### config.mk
export PLATFORM = sky130hd
export DESIGN_NAME = mioc_top_reg
export DESIGN_NICKNAME = d
export VERILOG_FILES = /design/src/rtl/mioc_top_reg.sv
export SDC_FILE = /design/constraint.sdc
export NUM_CORES = 1
export LEC_CHECK = 0
export ABC_AREA = 1
export CELL_PAD_IN_SITES_DETAIL_PLACEMENT = 1
export CELL_PAD_IN_SITES_GLOBAL_PLACEMENT = 1
export CORE_AREA = 2 2 39 41
export DETAILED_ROUTE_END_ITERATION = 6
export DIE_AREA = 0 0 41 43
export GPL_TIMING_DRIVEN = 0
export HOLD_SLACK_MARGIN = 0.1
export PLACE_DENSITY = 0.49
export REMOVE_ABC_BUFFERS = 1
export SKIP_CTS_REPAIR_TIMING = 1
export SLEW_MARGIN = 10
export SYNTH_ARGS = -nofsm -noshare
export SYNTH_HDL_FRONTEND = slang
export SYNTH_SLANG_ARGS = --single-unit
### constraint.sdc
create_clock -name clk -period 0.91 [get_ports clk]
set_input_delay 0.091 -clock clk [delete_from_list [all_inputs] [get_ports clk]]
set_output_delay 0.091 -clock clk [all_outputs]
set_load 0.005 [all_outputs]
### src/rtl/mioc_top_reg.sv
`default_nettype none
// +----------------------------------------------------------------------------+
// | Module      : mioc_top_reg                                                 |
// | Description : MIOC top register cell: 4-bit shift/fill/rotate register     |
// |               with a complementary, register-driven q/qbar output pair.    |
// | Revision    : 1.0  initial release                                         |
// +----------------------------------------------------------------------------+
module mioc_top_reg (
  input  logic clk,
  input  logic rst,
  input  logic in1,
  input  logic in2,
  input  logic in3,
  input  logic in4,
  output logic q,
  output logic qbar
);

  localparam logic [1:0] c_OP_HOLD   = 2'b00;
  localparam logic [1:0] c_OP_SHIFT  = 2'b01;
  localparam logic [1:0] c_OP_FILL   = 2'b10;
  localparam logic [1:0] c_OP_ROTATE = 2'b11;

  logic [3:0] r_reg;
  logic [3:0] w_next;
  logic [1:0] w_op;

  assign w_op = {in1, in2};

  // in4 inhibits every opcode, so the default below doubles as the inhibit path.
  always_comb begin
    w_next = r_reg;
    if (!in4) begin
      case (w_op)
        c_OP_HOLD:   w_next = r_reg;
        c_OP_SHIFT:  w_next = {r_reg[2:0], in3};
        c_OP_FILL:   w_next = {4{in3}};
        c_OP_ROTATE: w_next = {r_reg[2:0], r_reg[3]};
        default:     w_next = r_reg;
      endcase
    end
  end

  always_ff @(posedge clk) begin
    if (rst) begin
      r_reg <= 4'b0000;
    end else begin
      r_reg <= w_next;
    end
  end

  // Both outputs come straight from the register bit: no input-to-output path.
  assign q    = r_reg[3];
  assign qbar = ~r_reg[3];

endmodule
`default_nettype wire

==> flow_summary_export.csv, run 1 <==
group,metric,value,unit
global_route,antenna_found_initial,0,
logic_synthesis,syn_inst,34,
global_route,gr-total-overflow,0,
timing,worst_pin_slew,0.2848,ns
logic_synthesis,yosysTopAreaCell,"dfxtp_1",
status,status,"finished, final reports clean",
logic_synthesis,ys_seq_area_frac,0.3516,
run,maxCapViolCount,0,
worst_setup_path,critical_path.max_stage_delay,0.46,ns
drt,vias,242,
final_layout,final_cell_mix,"nand2_1, nor2_1, inv_1, dlymetal6s2s_1",
worst_setup_path,critPathLaunchType,"input pin",
logic_synthesis,synth_cell_types,13,
worst_setup_path,cp-end-kind,"flop",
worst_setup_path,crit_arrival,0.94,ns
logic_synthesis,synth_top_area_frac,0.3516,
placed_design,io_buffers,7,
pwr,finalPower,0.0005060,W
clock_tree,cts_tree,"built",
drt,vias_per_cell,4.033,
clock_tree,htreeDepth,1,
logic_synthesis,synth-simple-area-share,0.4121,
timing,fin_skew,0.001744,ns
worst_setup_path,path_class,"in -> reg",
timing,whs,0.3646,ns
clock_tree,clk_pin_slew,0.04,ns
worst_setup_path,crit_end,"r_reg[1]",
worst_setup_path,crit_fanout,3,
final_layout,largest_register_ffs,4,
timing,min_period,0.8292,ns
logic_synthesis,ys_warn_count,0,
final_layout,finish.instance_area,355.3,µm²
logic_synthesis,muxShareOfSynthArea,0,
placed_design,hpwl,447.7,µm
timing,grt_setup_unrepaired,"no",
timing,fin_crit_sh,0.9112,
worst_setup_path,reg2reg_from,"r_reg[3]",
timing,clock.fmax,1206,MHz
worst_setup_path,rr_endpoint,"r_reg[0]",
placed_design,gp_congestion,0.7046,
pwr,vdd_ir_drop_max,0.4661,mV
drt,wirelength,574,µm
timing,timing.final.ws_setup,0.08083,ns
drt,post_drt_wl_per_cell,9.567,µm
clock_tree,worstSkewPairLatency,0.23,ns
worst_setup_path,cp_common_cell,"nor2_1",
clock_tree,cts-root-buf,"clkbuf_4",
worst_setup_path,required,1.03,ns
global_route,grt_first_pass_wirelength,924,µm
logic_synthesis,syn_area,227.7,µm²
final_layout,diodes,0,
final_layout,drive_gt1_frac,0.2045,
logic_synthesis,synth_top_family_by_area,"simple AND/OR/NAND/NOR gates",
timing,final_max_slew_viol_count,0,
drt,drt_iter0_drc,0,
logic_synthesis,synthTopCellsByArea,"dfxtp_1, nand2_1, nor2_1, inv_1, nor2_4",
drt,firstDrtPassIters,1,
drt,drcViolationCount,0,
floorplan,die-area,1763,µm²
timing,finalHoldViolations,0,
final_layout,fill_cells,174,
worst_setup_path,reg2regPathDepth,4,
floorplan,die_height,43,µm
drt,ant_nets,0,
global_route,grt_usage,0.08225,
timing,finalSetupViolCount,0,
placed_design,place_area,317.8,µm²
final_layout,final_util,0.2568,
placed_design,dpl_worst_slack,-0.3639,ns
logic_synthesis,syn_avg_cell_area,6.698,µm²
clock_tree,cts.sink_count,4,
worst_setup_path,r2r_slack,0.19,ns
floorplan,io_pins,8,
final_layout,nets,52,
global_route,grt_max_degree,8,
logic_synthesis,synth_fa_ha_area_frac,0,
logic_synthesis,ys_seq_elements,4,
final_layout,area_delta_synth_final,56.04,%
floorplan,die_x,41,µm
floorplan,core,1384,µm²
floorplan,initial_utilization,0.1646,
clock_tree,cts_buffers,3,
final_layout,regArea,81.33,µm²
worst_hold_path,hold_path_class,"in -> reg",
pwr,powerDensity,1424,nW/µm²
worst_setup_path,cp_slowest_cell,"clkdlybuf4s50_1",
logic_synthesis,synth_compound_area_frac,0.1703,
floorplan,rows,14,
timing,max-slew-margin-rel,0.8098,
pwr,p_leak,0.1896,nW
final_layout,final_common_cell,"nand2_1",
final_layout,multi_input_area,136.4,µm²
global_route,grt_pass1_vias,252,
clock_tree,cts_buffer_depth,2,
worst_setup_path,cp-startpoint,"in4",
logic_synthesis,synth-xor-area-share,0,
worst_setup_path,crit_path_cell_trace,"clkdlybuf4s50_1 -> o21bai_2 -> nor2_1 -> nor2_1",
## layer usage
layer | up-vias | GRT usage | routed length, µm | part of all wire
met1 | 108 | 0.09936 | 265 | 0.46
met2 | 6 | 0.1031 | 266 | 0.46
met4 | 0 | 0.08000 | 0 | 0
li1 | 128 | - | - | -
met3 | 0 | 0.03141 | 42 | 0.073
met5 | - | 0 | 0 | 0
## power breakdown
| group | switching (W) | internal (W) | total (W) |
|---|---|---|---|
| combinational | 0.0000504 | 0.0000508 | 0.000101 |
| clock | 0.0000611 | 0.000147 | 0.000208 |
| sequential | 0.00000688 | 0.000190 | 0.000197 |
## cells in the mapped netlist
| cell type | number |
|---|---|
| dfxtp_1 | 4 |
| nor2_4 | 1 |
| nand3_2 | 1 |
| nor2_2 | 1 |
| o21ai_0 | 2 |
| o21bai_1 | 1 |
| inv_1 | 4 |
| nand3_1 | 2 |
| a21boi_0 | 1 |
| o21ai_1 | 1 |
| a21oi_2 | 1 |
| nor2_1 | 6 |
| nand2_1 | 9 |
## cell families after synthesis
logic type / Yosys count
buffers and inverters: 4
flip-flops: 4
AO/OA/AOI/OAI: 6
AND/OR/NAND/NOR: 20
## worst max-delay path: cells and delay by family
kind            cells  cell delay [ns]
compound gates      1             0.23
buf+inv             1             0.46
simple gates        2             0.17
## worst min path at each step
stage          endpoint     start  depth (start not counted)  slack (ns)
6_report       r_reg[0]       in2                          4        0.36
5_1_grt        r_reg[0]       in2                          5        0.40
4_1_cts        r_reg[0]       rst                          2        0.44
3_5_place_dp   r_reg[0]  r_reg[0]                          2        0.49
3_3_place_gp   r_reg[0]  r_reg[0]                          2        0.48
2_1_floorplan  r_reg[0]       rst                          1        0.15
## cell type report
cell class / count / share of cell area
multi-input cells: 26 / 0.3838
flip-flops and latches: 4 / 0.2289
well taps: 16 / 0.05634
clock buffers: 3 / 0.06338
repair buffers: 7 / 0.2254
inverters: 4 / 0.04225
## per-stage QoR
step / setup TNS, ns / instances
2_1_floorplan: 0 / 34
3_3_place_gp: -1.273 / 57
3_5_place_dp: -1.372 / 57
4_1_cts: -0.9217 / 60
5_1_grt: 0 / 60
6_report: 0 / 60
Note: power is estimated with default switching activity, not from simulation.
==> run 2, diff against run 1 <==
Settings changed: CTS_CLUSTER_SIZE from default to 40, SKIP_CTS_REPAIR_TIMING 1 to default, SLEW_MARGIN 10 to default.
==> flow_summary_export.csv, run 2 (same netlist as run 1, synthesis figures left out) <==
group,metric,value,unit
floorplan,initial_utilization,0.1646,
timing,whs,0.4486,ns
worst_setup_path,crit_fanout,3,
clock_tree,clk_pin_slew,0.04,ns
worst_setup_path,required,0.82,ns
clock_tree,cts_buffers,3,
drt,vias_per_cell,4.000,
timing,worst_pin_slew,0.2705,ns
floorplan,die_x,41,µm
pwr,seqPwrFrac,0.393,
drt,firstDrtPassIters,1,
worst_setup_path,critPathLaunchType,"flop",
timing,finalSetupViolCount,0,
drt,drt_iter0_drc,0,
clock_tree,postCtsSetupBuffers,0,
timing,grt_setup_unrepaired,"no",
global_route,grt_max_degree,8,
floorplan,core,1384,µm²
final_layout,area_delta_synth_final,48.35,%
final_layout,nets,52,
clock_tree,worstSkewPairLatency,0.23,ns
global_route,grt_usage,0.08325,
pwr,vdd_ir_drop_max,0.4645,mV
clock_tree,cts.sink_count,4,
timing,fin_skew,0.001744,ns
placed_design,gp_congestion,0.7046,
placed_design,hpwl,447.7,µm
timing,fin_crit_sh,0.9232,
worst_setup_path,cp_num_buf_inv,1,
timing,min_period,0.8401,ns
drt,wirelength,573,µm
placed_design,place_area,317.8,µm²
final_layout,drive_gt1_frac,0.2273,
clock_tree,cts_buffer_depth,2,
worst_setup_path,cp_slowest_cell,"dfxtp_2",
final_layout,final_cell_mix,"nand2_1, nor2_1, inv_1",
placed_design,placed_cells,57,
global_route,gr-total-overflow,0,
timing,final_max_slew_viol_count,0,
worst_setup_path,path_class,"reg -> out",
drt,post_drt_wl_per_cell,9.550,µm
drt,drcViolationCount,0,
floorplan,rows,14,
clock_tree,cts-root-buf,"clkbuf_4",
status,status,"finished, final reports clean",
global_route,antenna_found_initial,0,
floorplan,io_pins,8,
final_layout,final_common_cell,"nand2_1",
clock_tree,post_cts_resized,7,
pwr,p_switching,0.0001186,W
global_route,grt_first_pass_wirelength,938,µm
final_layout,fill_cells,178,
final_layout,largest_register_ffs,4,
pwr,clock_power_share,0.415,
placed_design,io_buffers,7,
final_layout,multi_input_area,136.4,µm²
final_layout,fin_cells,60,
drt,vias,240,
worst_hold_path,hold_path_class,"in -> reg",
timing,max-slew-margin-rel,0.8196,
worst_setup_path,crit_arrival,0.75,ns
final_layout,finish.instance_area,337.8,µm²
drt,ant_nets,0,
pwr,p_leak,0.1554,nW
worst_setup_path,crit_path_cell_trace,"clkdlybuf4s15_1",
timing,clock.fmax,1190,MHz
floorplan,die-area,1763,µm²
clock_tree,htreeDepth,1,
pwr,intPower,0.0003826,W
final_layout,regArea,81.33,µm²
pwr,powerDensity,1484,nW/µm²
floorplan,die_height,43,µm
global_route,grt_pass1_vias,255,
timing,finalHoldViolations,0,
worst_setup_path,critical_path.max_stage_delay,0.32,ns
final_layout,final_util,0.2441,
clock_tree,cts_tree,"built",
final_layout,diodes,0,
clock_tree,holdBufCountCts,0,
pwr,pwr-share-comb,0.192,
pwr,p_sw_frac,0.2367,
worst_setup_path,critPathTopFamily,"flip-flops",
worst_setup_path,cp-end-kind,"output port",
run,maxCapViolCount,0,
[run 2: changes by cell type in the layout (fill, tap and decap cells not counted), sizes merged]
cell / previous run / this run
dlygate4sd2: 0 / 2
clkdlybuf4s15: 0 / 1
buf: 0 / 1
dlymetal6s2s: 4 / 0
[run 2: path summary, 6_finish.rpt]
check / startpoint / depth (start not counted) / endpoint / slack, ns
max: r_reg[3] / 1 / q / 0.07
min reg2reg: r_reg[0] / 2 / r_reg[0] / 0.49
max reg2reg: r_reg[3] / 4 / r_reg[0] / 0.19
min: rst / 2 / r_reg[0] / 0.45
[run 2: power by group through the flow]
stage | Sequential (W) | Clock (W) | Combinational [W]
after global routing | 0.000198 | 0.000236 | 0.000110
after global placement | 0.000199 | 0 | 0.000102
after CTS | 0.000197 | 0.000224 | 0.0000981
after detailed placement | 0.000199 | 0 | 0.000104
final | 0.000197 | 0.000208 | 0.0000963
after floorplan | 0.000197 | 0 | 0.0000500
[run 2: routing by layer]
| layer | GRT usage | part of all wire | routed length (µm) |
|---|---|---|---|
| met2 | 0.1063 | 0.47 | 270 |
| met5 | 0 | 0 | 0 |
| met3 | 0.03141 | 0.061 | 35 |
| met4 | 0.08000 | 0 | 0 |
| met1 | 0.09936 | 0.46 | 266 |
[run 2: per-stage QoR]
| step | TNS (ns) | setup slack [ns] | total power (W) |
|---|---|---|---|
| finish | 0 | 0.06992 | 0.0005012 |
| global route | 0 | 0.02040 | 0.0005444 |
| CTS | 0 | 0.001329 | 0.0005192 |
| detailed placement | -1.372 | -0.3639 | 0.0003028 |
| global placement | -1.273 | -0.3324 | 0.0003007 |
| floorplan | 0 | 0.1978 | 0.0002473 |
[run 2: final cells by class]
type | instances | share of cell area
well taps | 16 | 0.05926
repair buffers | 7 | 0.1852
inverters | 4 | 0.04444
flip-flops and latches | 4 | 0.2407
clock buffers | 3 | 0.06667
multi-input cells | 26 | 0.4037
